File: src/rtl/core_bus_target_if.sv
// rtl/core_bus_target_if.sv - CPU-side and downstream memory signal bundle for core_bus_target
interface core_bus_target_if #(
    parameter int MEM_AW = 13
);
    logic [15:0]       I_addr;
    logic [7:0]        I_wr_data;
    logic              I_rdwr;
    logic              I_phy2;
    logic [7:0]        O_rd_data;
    logic              O_ready;
    logic              O_mem_req;
    logic              O_mem_we;
    logic [MEM_AW-1:0] O_mem_addr;
    logic [7:0]        O_mem_wdata;
    logic              I_mem_ack;
    logic [7:0]        I_mem_rdata;
    logic              O_err;

    modport slave (
        input  I_addr, I_wr_data, I_rdwr, I_phy2, I_mem_ack, I_mem_rdata,
        output O_rd_data, O_ready, O_mem_req, O_mem_we, O_mem_addr, O_mem_wdata, O_err
    );

    modport master (
        output I_addr, I_wr_data, I_rdwr, I_phy2, I_mem_ack, I_mem_rdata,
        input  O_rd_data, O_ready, O_mem_req, O_mem_we, O_mem_addr, O_mem_wdata, O_err
    );
endinterface

File: src/rtl/core_bus_target.sv
// rtl/core_bus_target.sv - 6502-style bus responder bridging one address window to a req/ack memory port
// Optional request timeout enabled by defining CORE_BUS_TIMEOUT_EN.
module core_bus_target #(
    parameter logic [15:0] DEC_MASK  = 16'hE000,
    parameter logic [15:0] DEC_MATCH = 16'h0000,
    parameter int          MEM_AW    = 13,
    parameter int          TIMEOUT   = 64
) (
    input  logic             I_clock,
    input  logic             I_reset,
    core_bus_target_if.slave bus
);
    typedef enum logic [1:0] {
        S_IDLE = 2'd0,
        S_REQ  = 2'd1,
        S_DONE = 2'd2
    } state_t;

    localparam logic [7:0] TO_LAST = 8'(TIMEOUT - 1);

    state_t            r_state, w_state_nxt;
    logic              r_last_phy2;
    logic              w_rise, w_fall, w_sel;
    logic [7:0]        r_rd_data, w_rd_data_nxt;
    logic              r_ready, w_ready_nxt;
    logic              r_mem_req, w_mem_req_nxt;
    logic              r_mem_we, w_mem_we_nxt;
    logic [MEM_AW-1:0] r_mem_addr, w_mem_addr_nxt;
    logic [7:0]        r_mem_wdata, w_mem_wdata_nxt;

    assign w_rise = bus.I_phy2 & ~r_last_phy2;
    assign w_fall = ~bus.I_phy2 & r_last_phy2;
    assign w_sel  = (bus.I_addr & DEC_MASK) == DEC_MATCH;

`ifdef CORE_BUS_TIMEOUT_EN
    logic [7:0] r_tcnt, w_tcnt_nxt;
    logic       r_err, w_err_nxt;
    logic       w_expire;

    assign w_expire = (r_tcnt == TO_LAST);
`else
    logic w_unused_timeout;

    assign w_unused_timeout = ^TO_LAST;
`endif

    always_comb begin
        w_state_nxt     = r_state;
        w_rd_data_nxt   = r_rd_data;
        w_ready_nxt     = r_ready;
        w_mem_req_nxt   = r_mem_req;
        w_mem_we_nxt    = r_mem_we;
        w_mem_addr_nxt  = r_mem_addr;
        w_mem_wdata_nxt = r_mem_wdata;
`ifdef CORE_BUS_TIMEOUT_EN
        w_tcnt_nxt      = r_tcnt;
        w_err_nxt       = 1'b0;
`endif
        case (r_state)
            S_IDLE: begin
                if (w_rise && w_sel) begin
                    w_mem_addr_nxt  = bus.I_addr[MEM_AW-1:0];
                    w_mem_we_nxt    = ~bus.I_rdwr;
                    w_mem_wdata_nxt = bus.I_wr_data;
                    w_mem_req_nxt   = 1'b1;
                    w_ready_nxt     = 1'b0;
                    w_state_nxt     = S_REQ;
`ifdef CORE_BUS_TIMEOUT_EN
                    w_tcnt_nxt      = 8'd0;
`endif
                end
            end
            // Repeated phy2 edges while stretched belong to the same CPU cycle.
            S_REQ: begin
`ifdef CORE_BUS_TIMEOUT_EN
                w_tcnt_nxt = r_tcnt + 8'd1;
`endif
                if (bus.I_mem_ack) begin
                    w_mem_req_nxt = 1'b0;
                    w_ready_nxt   = 1'b1;
                    if (!r_mem_we) begin
                        w_rd_data_nxt = bus.I_mem_rdata;
                    end
                    w_state_nxt = S_DONE;
                end
`ifdef CORE_BUS_TIMEOUT_EN
                else if (w_expire) begin
                    w_mem_req_nxt = 1'b0;
                    w_ready_nxt   = 1'b1;
                    if (!r_mem_we) begin
                        w_rd_data_nxt = 8'hFF;
                    end
                    w_err_nxt   = 1'b1;
                    w_state_nxt = S_DONE;
                end
`endif
            end
            S_DONE: begin
                if (w_fall) begin
                    w_state_nxt = S_IDLE;
                end
            end
            default: begin
                w_state_nxt = S_IDLE;
            end
        endcase
    end

    always_ff @(posedge I_clock) begin
        if (I_reset) begin
            r_state     <= S_IDLE;
            r_last_phy2 <= 1'b0;
            r_rd_data   <= 8'h00;
            r_ready     <= 1'b1;
            r_mem_req   <= 1'b0;
            r_mem_we    <= 1'b0;
            r_mem_addr  <= '0;
            r_mem_wdata <= 8'h00;
        end else begin
            r_state     <= w_state_nxt;
            r_last_phy2 <= bus.I_phy2;
            r_rd_data   <= w_rd_data_nxt;
            r_ready     <= w_ready_nxt;
            r_mem_req   <= w_mem_req_nxt;
            r_mem_we    <= w_mem_we_nxt;
            r_mem_addr  <= w_mem_addr_nxt;
            r_mem_wdata <= w_mem_wdata_nxt;
        end
    end

`ifdef CORE_BUS_TIMEOUT_EN
    always_ff @(posedge I_clock) begin
        if (I_reset) begin
            r_tcnt <= 8'd0;
            r_err  <= 1'b0;
        end else begin
            r_tcnt <= w_tcnt_nxt;
            r_err  <= w_err_nxt;
        end
    end

    assign bus.O_err = r_err;
`else
    assign bus.O_err = 1'b0;
`endif

    assign bus.O_rd_data   = r_rd_data;
    assign bus.O_ready     = r_ready;
    assign bus.O_mem_req   = r_mem_req;
    assign bus.O_mem_we    = r_mem_we;
    assign bus.O_mem_addr  = r_mem_addr;
    assign bus.O_mem_wdata = r_mem_wdata;
endmodule
File: src/flat_wrapper.sv
// flat-port wrapper written by rule: the top's interface ports become plain ports
module core_bus_target_flat 
#(
    parameter logic [15:0] DEC_MASK  = 16'hE000,
    parameter logic [15:0] DEC_MATCH = 16'h0000,
    parameter int          MEM_AW    = 13,
    parameter int          TIMEOUT   = 64
)
  (I_clock, I_reset, bus_I_addr, bus_I_wr_data, bus_I_rdwr, bus_I_phy2, bus_I_mem_ack, bus_I_mem_rdata, bus_O_rd_data, bus_O_ready, bus_O_mem_req, bus_O_mem_we, bus_O_mem_addr, bus_O_mem_wdata, bus_O_err);
  core_bus_target_if #(.MEM_AW(MEM_AW)) bus_i ();
  input  logic I_clock;
  input  logic I_reset;
  input wire logic [$bits(bus_i.I_addr)-1:0] bus_I_addr;
  input wire logic [$bits(bus_i.I_wr_data)-1:0] bus_I_wr_data;
  input wire logic [$bits(bus_i.I_rdwr)-1:0] bus_I_rdwr;
  input wire logic [$bits(bus_i.I_phy2)-1:0] bus_I_phy2;
  input wire logic [$bits(bus_i.I_mem_ack)-1:0] bus_I_mem_ack;
  input wire logic [$bits(bus_i.I_mem_rdata)-1:0] bus_I_mem_rdata;
  output wire logic [$bits(bus_i.O_rd_data)-1:0] bus_O_rd_data;
  output wire logic [$bits(bus_i.O_ready)-1:0] bus_O_ready;
  output wire logic [$bits(bus_i.O_mem_req)-1:0] bus_O_mem_req;
  output wire logic [$bits(bus_i.O_mem_we)-1:0] bus_O_mem_we;
  output wire logic [$bits(bus_i.O_mem_addr)-1:0] bus_O_mem_addr;
  output wire logic [$bits(bus_i.O_mem_wdata)-1:0] bus_O_mem_wdata;
  output wire logic [$bits(bus_i.O_err)-1:0] bus_O_err;
  assign bus_i.I_addr = bus_I_addr;
  assign bus_i.I_wr_data = bus_I_wr_data;
  assign bus_i.I_rdwr = bus_I_rdwr;
  assign bus_i.I_phy2 = bus_I_phy2;
  assign bus_i.I_mem_ack = bus_I_mem_ack;
  assign bus_i.I_mem_rdata = bus_I_mem_rdata;
  assign bus_O_rd_data = bus_i.O_rd_data;
  assign bus_O_ready = bus_i.O_ready;
  assign bus_O_mem_req = bus_i.O_mem_req;
  assign bus_O_mem_we = bus_i.O_mem_we;
  assign bus_O_mem_addr = bus_i.O_mem_addr;
  assign bus_O_mem_wdata = bus_i.O_mem_wdata;
  assign bus_O_err = bus_i.O_err;
  core_bus_target #(.DEC_MASK(DEC_MASK), .DEC_MATCH(DEC_MATCH), .MEM_AW(MEM_AW), .TIMEOUT(TIMEOUT)) u_core (.I_clock(I_clock), .I_reset(I_reset), .bus(bus_i));
endmodule
File: config.mk
export PLATFORM = sky130hd
export DESIGN_NAME = core_bus_target_flat
export DESIGN_NICKNAME = d
export VERILOG_FILES = /design/src/rtl/core_bus_target_if.sv /design/src/rtl/core_bus_target.sv /design/src/flat_wrapper.sv
export SDC_FILE = /design/constraint.sdc
export NUM_CORES = 1
export LEC_CHECK = 0
export CELL_PAD_IN_SITES_DETAIL_PLACEMENT = 1
export CELL_PAD_IN_SITES_GLOBAL_PLACEMENT = 1
export CORE_AREA = 5 5 68 95
export DETAILED_ROUTE_END_ITERATION = 7
export DIE_AREA = 0 0 73 100
export GPL_TIMING_DRIVEN = 1
export PLACE_DENSITY = 0.84
export SETUP_SLACK_MARGIN = 0.3
export SLEW_MARGIN = 15
export SYNTH_ARGS = -nofsm -noshare
export SYNTH_HDL_FRONTEND = slang
export SYNTH_SLANG_ARGS = --single-unit
File: constraint.sdc
create_clock -name I_clock -period 1.7 [get_ports I_clock]
set_input_delay 0.34 -clock I_clock [delete_from_list [all_inputs] [get_ports I_clock]]
set_output_delay 0.34 -clock I_clock [all_outputs]
set_load 0.03 [all_outputs]
# [Word level (Yosys, flattened, before mapping)]
# Index checks and enable logic that the tools add are counted.
[classes] n_mux=10 n_eq_ne=5 reduce_logical=8 n_bitwise=6
[ops] operator="$logic_not 16->1" n=1
[ops] operator="$reduce_and 3->1" n=3
[ops] operator="$mux 2" n=3
[ops] operator="$pmux 2 s3" n=1
[ops] operator="$mux 1" n=4
[ops] operator="$ne 2x1->1 const B" n=2
[ops] operator="$not 1->1" n=4
[ops] operator="$pmux 1 s2" n=2
[ops] operator="$and 1x1->1" n=2
[ops] operator="$eq 2x1->1 const B" n=1
[ops] operator="$eq 2x2->1 const B" n=1
[ops] operator="$logic_not 2->1" n=1
[ops] operator="$ne 2x2->1 const B" n=1
[ops] operator="$reduce_and 2->1" n=1
[ops] operator="$reduce_bool 2->1" n=1
[ops] operator="$logic_and 1x1->1" n=1
[word_totals] input_bits=37 output_inout_bits=33 regBits=35 wordCells=37

# [Longest topological paths before layout]
[logic_depth] ltp_word=5 depth_mapped=5 depth_no_buf=3

# [Worst setup path before layout]
# OpenSTA, ideal clock, no wires.
[synth_timing] path_type="input -> register" start="in bus_I_addr[14]" end="reg u_core.r_mem_addr[0] (netlist: u_core.bus.O_mem_addr[0])" setup_slack_ns=0.410 cell_stages=5 arrival_ns=1.218 required_time_ns=1.628 cell_sequence="nor4_4 -> and3_1 -> buf_6 -> buf_12 -> mux2i_1"
[synth_between] elab_chain_len=3
[synth_rtl] element="start: declaration" line="flat_wrapper.sv:13" source="input wire logic [$bits(bus_i.I_addr)-1:0] bus_I_addr;"
[synth_rtl] element="$logic_not 16->1" line="core_bus_target.sv:33" source="assign w_sel = (bus.I_addr & DEC_MASK) == DEC_MATCH;"
[synth_rtl] element="$logic_and 1x1->1" line="core_bus_target.sv:61" source="if (w_rise && w_sel) begin"
[synth_rtl] element="$reduce_and 2->1 (no line)"
[synth_rtl] element="end signal: assignment" line="core_bus_target.sv:126" source="r_mem_addr <= w_mem_addr_nxt;"
[synth_rtl] element="end: declaration" line="core_bus_target.sv:28" source="logic [MEM_AW-1:0] r_mem_addr, w_mem_addr_nxt;"
# No other way between the ends.
# A chain may end at the register's enable or synchronous reset.

# [Worst setup path in the final report]
[layout_timing] start="reg u_core.r_mem_wdata[0] (netlist: u_core.bus.O_mem_wdata[0])" end="out bus_O_mem_wdata[0]"
[layout_rtl] element="start: declaration" line="core_bus_target.sv:29" source="logic [7:0] r_mem_wdata, w_mem_wdata_nxt;"
[layout_rtl] element="start signal: assignment" line="core_bus_target.sv:127" source="r_mem_wdata <= w_mem_wdata_nxt;"
[layout_rtl] element="end: declaration" line="flat_wrapper.sv:24" source="output wire logic [$bits(bus_i.O_mem_wdata)-1:0] bus_O_mem_wdata;"
# No word-level cell between the ends.

==> impl_results.md <==
* Max stage delay on crit path at 410 ps
* Top Ports at 70
* Reg2reg start: u_core.r_last_phy2
* Routed wire per std cell at 13.72 um
* # rows at 32
* Post-route ant nets at 0
* Cells on Worst Hold Path at 2
* Remaining routing DRC violations at 0
* Hold WC Path Type: input port to register
* Max-cap violations at 0
* Count of different cell masters after synthesis at 23
* WP buf/inv at 1
* Cell family with the largest share of critical-path delay: buffers and inverters
* Final min period at 1369 ps
* TritonCTS clock tree: done
* Static leakage at 0.0009603 uW
* Worst EP arrival at 1030 ps
* Yosys warnings at 0
* Clock Path Buffers at 2
* Pwr Total at 1664 uW
* Most used DFF post-synth: dfxtp_1
* Clk_lat worst skew at 280 ps
* Share of cells above drive strength 1 at 11.42%
* Crit path kind: register to output pin
* Async SR Flop Fraction at 0%
* RR Endpoint: u_core.bus.O_mem_wdata[0]
* Post-synth top area cell: dfxtp_1
* DP HPWL at 2.660 mm
* DR WL met3 at 315 um
* Port bufs at 68
* Flop2flop setup slack at 390 ps
* Post-synthesis sequential area ratio at 46.55%
* CP cell instances: dlygate4sd2_1
* Clock sinks at 35
* Routability Congestion at 0.7375
* Pin count of the biggest net entering global routing at 57
* Nets at 256
* Area delta synth->final at 61.68%
* Gr usage total at 10.88%
* Critical path startpoint category: register
* Final setup viols at 0
* Highest routed layer: met4
* Detailed Route WL at 3.939 mm
* Vias/cell at 4.352
* First-pass GRT wire length at 6.154 mm
* CP max stage cell: dlygate4sd2_1
* PwrDens at 683.8 nW/um^2
* Grt ovf at 0
* Clock input transition at the sequential cells of the worst setup and hold paths at 70 ps
* Mapped Cells at 145
* Setup Skew at 7.622 ps
* VDD IR-drop max at 0.3185 mV
* Post-Place Cell Area at 2245 sq um
* Met2 wire len at 2.148 mm
* Die X at 73 um
* Slew Viols, Final at 0
* Hold endpoint: u_core.r_last_phy2
* First-pass iteration count of the detailed router at 4
* Final worst-path cycle share at 80.54%
* Metal-1 WL at 1.412 mm
* Die area at 7300 sq um
* Place WS at -167.3 ps
* Critical Path Fanout Max at 2
* Starting Density at 27.64%
* Setup TNS at 0 ps
* Via count at 1249
* CTS root buf: clkbuf_8
* Final hold viol count at 0
* Antenna diodes at 0
* Core Area at 5445 sq um
* Post-synth EDFFs at 0
* Count of state elements after synthesis at 35
* Hold path start: bus_I_phy2
* Final instance area at 2434 sq um
* Depth of the worst register-to-register path at 5
* Synth area leaders: dfxtp_1 (47%), mux2i_1 (19%), nand2b_1 (18%)
* RSZ-0062 raised after global routing: yes
* Status: finished clean
* H-Tree Depth at 2
* Average cell area after synthesis at 10.38 sq um
* Syn Nets at 182
* Share of the synthesized area in the top cell type at 46.55%
* Total CTS buffers at 5
* Final WS setup at 330.9 ps
* DIE HEIGHT at 100 um
* CP required at 1360 ps
* Vias in the first global route at 1306
* Max Freq at 0.7304 GHz
* Mapped Area at 1505 sq um
* Antenna violations before repair at 0
* Setup crit end kind: output pin
* Iteration-0 DRC Markers at 46
==> cells by family after synthesis <==
logic type,share of synthesized area [%]
AND/OR/NAND/NOR,25.35
other,0.2491
multiplexers,19.29
flip-flops,46.55
AO/OA/AOI/OAI,2.494
buffers and inverters,6.068
==> registers in the layout, indices dropped and copies added, names as in the netlist <==
signal,cells
u_core.r_last_phy2,1
u_core.r_state,2
u_core.bus.O_mem_we,1
u_core.bus.O_mem_addr,13
u_core.bus.O_mem_req,1
u_core.bus.O_mem_wdata,8
u_core.bus.O_ready,1
u_core.bus.O_rd_data,8
==> through the flow <==
step	hold slack (ps)	cells	utilization [%]
after floorplan	437.0	145	-
after global placement	458.9	274	41.22
after detailed placement	467.3	274	41.22
after CTS	476.8	283	43.29
after global routing	411.0	287	44.69
final	398.5	287	44.69
==> layout make-up <==
cell class	instances	area (sq um)
clock buffers	6	82.58
clock inverters	1	5.005
fillers	624	3012
inverters	1	3.754
multi-input cells	98	726.9
flip-flops and latches	35	701.9
well taps	68	85.08
repair buffers	78	828.3
==> layer usage <==
metal	vias up	global-route usage (%)
met1	579	12.16
met2	47	19.16
met5	-	0
met3	5	3.206
li1	618	-
met4	0	3.835
==> Yosys cell counts (2+ instances only) <==
library cell / instances
a31oi_1: 2
a21oi_1: 2
mux2i_1: 29
nor2_1: 11
buf_12: 2
buf_2: 2
dfxtp_1: 35
nand2b_1: 43
clkbuf_1: 5
==> worst max-delay path by stage <==
stage	from	endpoint	slack, ps	depth (start not counted)
CTS	u_core.r_last_phy2	u_core.bus.O_mem_wdata[1]	220	4
floorplan	bus_I_addr[14]	u_core.bus.O_mem_addr[0]	410	5
detailed placement	bus_I_addr[14]	u_core.bus.O_mem_addr[12]	-170	5
global placement	bus_I_addr[14]	u_core.bus.O_mem_addr[10]	-80	5
global route	u_core.r_state[0]	u_core.bus.O_rd_data[2]	280	4
finish	u_core.bus.O_mem_wdata[0]	bus_O_mem_wdata[0]	330	1
==> cell usage in the layout, fill, tap and decap left out, drive strengths merged <==
master	n
nand2b	43
dfxtp	35
clkdlybuf4s50	31
mux2i	29
dlygate4sd2	18
clkdlybuf4s15	15
nor2	11
clkbuf	10
buf	9
a21oi	2
a31oi	2
nor4bb	1
nor4	1
and3	1
nand3	1
inv	1
or3	1
nor2b	1
and3b	1
a211oi	1
o21bai	1
or2b	1
conb	1
clkinv	1
dlymetal6s2s	1
==> repair_timing <==
item,4_1_cts,5_1_grt
resized for setup,38,26
endpoints found under the setup margin,57,35
hold buffers,0,0
setup buffers,0,3
cloned,2,1
pin swaps,2,2
==> worst reg2reg max path: cells and delay by family (launching register included) <==
family	cells	cell delay, ps
buffers and inverters	2	270
flip-flops	1	340
multiplexers	1	170
AND/OR/NAND/NOR	2	470
==> where the power goes <==
| group | internal (uW) | leakage (uW) | switching (uW) |
|---|---|---|---|
| Combinational | 139 | 0.000630 | 90.8 |
| Clock | 317 | 0.0000470 | 273 |
| Sequential | 835 | 0.000284 | 9.12 |
| Total | 1290 | 0.000960 | 373 |
No activity file was read; power rests on OpenSTA's default activity.
==> variant 1: new RTL, same flow settings <==
Re-encode `state_t` (3 states) as one-hot, 3 bits wide.
--- a/src/rtl/core_bus_target.sv
+++ b/src/rtl/core_bus_target.sv
@@ -11,8 +11,8 @@
     core_bus_target_if.slave bus
 );
-    typedef enum logic [1:0] {
-        S_IDLE = 2'd0,
-        S_REQ  = 2'd1,
-        S_DONE = 2'd2
+    typedef enum logic [2:0] {
+        S_IDLE = 3'b001,
+        S_REQ  = 3'b010,
+        S_DONE = 3'b100
     } state_t;
 
Check against the original RTL: same outputs for any inputs over 10 cycles, from zero or initial values and one cycle with I_reset high; not proved beyond that.
==> variant 1 against the unedited design <==
Count of clock-buffer cells in the layout is the same. Global-route usage rose by 4.0 points. Synthesized area shrank 4.2%. Worst setup slack lost 0.19 ns. Critical path depth increased by 5. Clock skew down 0.0040 ns. Highest routed layer unchanged. Critical endpoint is now u_core.bus.O_mem_addr[8]. Fmax decreased by 12%. Routed wire length increased by 53%. Final area grew 12%. Sequential cell count up 1. Total power grew 17%.
==> variant 1: results (changes against the unedited design) <==
[worst_setup_path]
worstReg2RegEnd=u_core.bus.O_mem_addr[8]
max_stage_delay_ns=0.62  ; +0.21 ns
crit_path_top_delay_cell=or4b_4

[synth]
synthTopCellsByArea=dfxtp_1 50%, a21oi_1 11%, nand3_1 10%, o21ai_0 9.0%, clkbuf_1 3.1%
yosysUniqueCellTypes=29  ; +26%

[global_route]
grt_pass1_wl_um=8570  ; +39%
met2_usage=0.276  ; +0.0841
grt_max_degree=23  ; -60%

[worst_hold_path]
hp-class=reg -> reg
hp-start=u_core.bus.O_ready

[final_layout]
drive_above_1_share=0.277  ; +0.163
nets=296  ; +16%

[routing]
routed_wl_um=6040  ; +53%
wl_met2_um=3410  ; +59%
m1WireLength_um=2290  ; +62%

[place]
placed_cells=309  ; +13%
place_ws_ns=-0.281  ; -0.114 ns
dp_hpwl_um=3690  ; +39%
routabilityCongestion=0.749  ; +1.6%

[pwr]
switching_share=0.244  ; +0.0196
sequentialPower_uw=865  ; +2.5%
power_leakage_uw=0.00106  ; +10%
comb_power_uw=331  ; +44%

[outcome]
status=completed

[timing]
hold_ws_ns=0.464  ; +0.0655 ns
finClkSkew_ns=0.00365  ; -0.00398 ns

==> variant 1: cell count changes in the layout (fill, tap and decap cells not counted), sizes merged, moves of 2 or more <==
cell           delta
dlygate4sd2       +2
o21ai            +31
clkdlybuf4s15     -3
nand2b           -42
nor4b             +3
mux2i            -29
clkbuf            +2
or4b              +2
nor2              -6
a31oi             -2
buf              +19
nand3            +28
a21oi            +30
==> variant 1: worst min-delay path: cells and delay by family, from the launching register on <==
family          cells  cell delay (ns)
flops               1             0.33
simple gates        1             0.04
compound gates      1             0.05
==> variant 1: cells by family after synthesis <==
logic type             synth area share
AOI/OAI and AO/OA                 0.242
buffers and inverters            0.0512
DFF                               0.500
other                           0.00260
and+or+nand+nor                   0.204
==> variant 1: worst max-delay path by stage <==
stage                                  from                        end  slack (ns)  cells past startpoint
after detailed placement     bus_I_addr[14]   u_core.bus.O_mem_addr[4]       -0.28                      5
after floorplan              bus_I_addr[14]        u_core.bus.O_mem_we        0.30                      3
after CTS                 u_core.r_state[2]   u_core.bus.O_mem_addr[4]        0.16                      5
after global placement       bus_I_addr[14]   u_core.bus.O_mem_addr[9]       -0.21                      5
final                        bus_I_addr[13]   u_core.bus.O_mem_addr[8]        0.14                      6
after global routing      u_core.r_state[2]  u_core.bus.O_mem_wdata[7]        0.11                      5
==> variant 1: layout make-up <==
cell class / instances / area [um^2] / area share
Inverter: 2 / 7.51 / 0.00275
Clock inverter: 2 / 35.0 / 0.0129
Clock buffer: 6 / 72.6 / 0.0266
Timing Repair Buffer: 98 / 1010 / 0.371
Sequential cell: 36 / 726 / 0.266
Tap cell: 68 / 85.1 / 0.0312
Multi-Input combinational cell: 116 / 787 / 0.289
==> variant 1: timing repair <==
item	CTS	global route
gates resized for setup	71	40
pin swaps	7	7
endpoints found under the setup margin	64	40
setup buffers	2	3
cloned	3	3
==> variant 2: new RTL, same settings <==
Without the edit above. `MEM_AW` is set to 13 in 3 places; all go to 15.
--- a/src/rtl/core_bus_target_if.sv
+++ b/src/rtl/core_bus_target_if.sv
@@ -1,5 +1,5 @@
 // rtl/core_bus_target_if.sv - CPU-side and downstream memory signal bundle for core_bus_target
 interface core_bus_target_if #(
-    parameter int MEM_AW = 13
+    parameter int MEM_AW = 15
 );
     logic [15:0]       I_addr;
--- a/src/rtl/core_bus_target.sv
+++ b/src/rtl/core_bus_target.sv
@@ -4,5 +4,5 @@
     parameter logic [15:0] DEC_MASK  = 16'hE000,
     parameter logic [15:0] DEC_MATCH = 16'h0000,
-    parameter int          MEM_AW    = 13,
+    parameter int          MEM_AW    = 15,
     parameter int          TIMEOUT   = 64
 ) (
--- a/src/flat_wrapper.sv
+++ b/src/flat_wrapper.sv
@@ -4,5 +4,5 @@
     parameter logic [15:0] DEC_MASK  = 16'hE000,
     parameter logic [15:0] DEC_MATCH = 16'h0000,
-    parameter int          MEM_AW    = 13,
+    parameter int          MEM_AW    = 15,
     parameter int          TIMEOUT   = 64
 )
Interface: changed (resized bus_O_mem_addr); port bits go from 70 to 72. The function was not compared with the original's and may differ.
==> variant 2 against the unedited design <==
Cell count grew 8.0%. Sequential cell count increased by 2. Final area grew 13%. Total power grew 20%. Routed wire length rose by 39%. Utilization is 5.8 points higher. Worst setup slack got worse by 0.28 ns. Synthesized area up 10%. Critical endpoint is now u_core.bus.O_mem_wdata[1]. Largest power group unchanged.
==> variant 2: results (changes against the unedited design) <==
[global_route]
track_usage=0.150  ; +0.0416
grt_pass1_wl_um=8700  ; +41%
antenna_found_initial=0  ; unchanged
grt_pass1_vias=1735  ; +33%
grt_max_degree=38  ; -33%

[worst_setup_path]
r2r_slack_ns=0.05  ; -0.34 ns
max_stage_delay_ns=0.58  ; +0.17 ns
crit_path_top_delay_cell=or4b_4
worst-path-max-fanout=5  ; +3
critical_path_arrival_ns=1.83  ; +0.80 ns

[final_layout]
drive_above_1_share=0.372  ; +0.258
nets=278  ; +8.6%
largest_reg_flops=15  ; +2
antennaDiodeCount=0  ; unchanged

[place]
place_area_mm2=0.00253  ; +13%
routabilityCongestion=0.719  ; -2.6%
io_buffers=70  ; +2.9%
dp_hpwl_um=3530  ; +33%

[routing]
num_vias=1572  ; +26%
routed_wl_um=5470  ; +39%
firstDrtPassIters=2  ; -2
first_iter_violations=41  ; -11%

[clock_tree]
ctsHtreeMaxLevel=2  ; unchanged
worstSkewPairLatency_ns=0.30  ; +0.02 ns
path_clk_slew_ns=0.09  ; +0.02 ns
clk_path_buf_depth=2  ; unchanged

[timing]
finClkSkew_ns=0.0122  ; +0.00458 ns
hold_ws_ns=0.378  ; -0.0204 ns

[synth]
synthArstFlopShare=0  ; unchanged
synth_nets=195  ; +7.1%
yosys_warnings=0  ; unchanged
yosysUniqueCellTypes=28  ; +22%
synth_common_cells=37 x dfxtp_1, 24 x a21oi_1, 21 x nand3_1
synthTopCellsByArea=dfxtp_1 45%, o41ai_2 20%, a21oi_1 7.3%, nand3_1 6.3%, mux2i_1 4.8%
ys.flop_type=dfxtp_1
seq_area_frac_synth=0.447  ; -0.0184

[pwr]
ir_drop_mv=0.511  ; +61%
power_leakage_uw=0.000986  ; +2.7%

[outcome]
status=completed

[worst_hold_path]
min_delay_path_depth=3  ; +1

[variant 2: final cells by class]
cell class                 count  area, um^2
multi-input combinational    101         952
sequential                    37         742
clock inverter                 3        46.3
timing repair buffer          95         852
tap                           68        85.1
fill                         625        2700
clock buffer                   5        68.8
inverter                       1        3.75
[variant 2: path summary, 6_finish.rpt]
check / start / endpoint
worst min-delay path: bus_I_mem_ack / u_core.r_state[0]
worst min register to register: u_core.bus.O_mem_wdata[4] / u_core.bus.O_mem_wdata[4]
worst max-delay path: u_core.r_state[0] / u_core.bus.O_mem_wdata[1]
worst max register to register: u_core.r_state[0] / u_core.bus.O_mem_wdata[1]
[variant 2: critical path, delay by kind of cell (launching register included)]
kind,cells,cell delay [ns]
buffers and inverters,2,0.29
DFF,1,0.34
AOI/OAI and AO/OA,2,0.33
and+or+nand+nor,1,0.58
[variant 2: per-layer routing]
metal  up-vias  track usage  wire length, um
met5         -            0                0
met1       746        0.173             2160
li1        763            -                -
met2        59        0.263             2830
met4         0       0.0341               56
met3         4       0.0521              421
[variant 2: through the flow]
step / cells / TNS, ns / total power, uW / util / setup WS, ns
CTS: 308 / 0 / 2010 / 0.504 / 0.102
global route: 310 / -0.0187 / 2080 / 0.505 / -0.0187
floorplan: 158 / 0 / 1040 / - / 0.264
detailed placement: 294 / -4.85 / 1200 / 0.464 / -0.270
global placement: 294 / -4.34 / 1200 / 0.464 / -0.244
finish: 310 / 0 / 2000 / 0.505 / 0.0480
[variant 2: where the power goes]
| group | internal (uW) | switching (uW) |
|---|---|---|
| logic | 166 | 164 |
| clock network | 439 | 336 |
| registers | 881 | 11.9 |
| total | 1490 | 512 |
[variant 2: logic make-up (layout without fill, tap and decap cells)]
family / after synthesis / after routing / synth area share
buf+inv: 20 / 104 / 0.0634
other cells: 1 / 1 / 0.00226
flops: 37 / 37 / 0.447
simple gates: 44 / 44 / 0.152
mux: 8 / 8 / 0.0483
compound gates: 48 / 48 / 0.287
[variant 2: repair_timing]
| item | in CTS | in global routing |
|---|---|---|
| setup buffers | 4 | 2 |
| pin swaps | 6 | 16 |
| hold endpoints to repair | 0 | 0 |
| resized for setup | 63 | 56 |
| endpoints found under the setup margin | 55 | 63 |
| gates cloned | 2 | 0 |
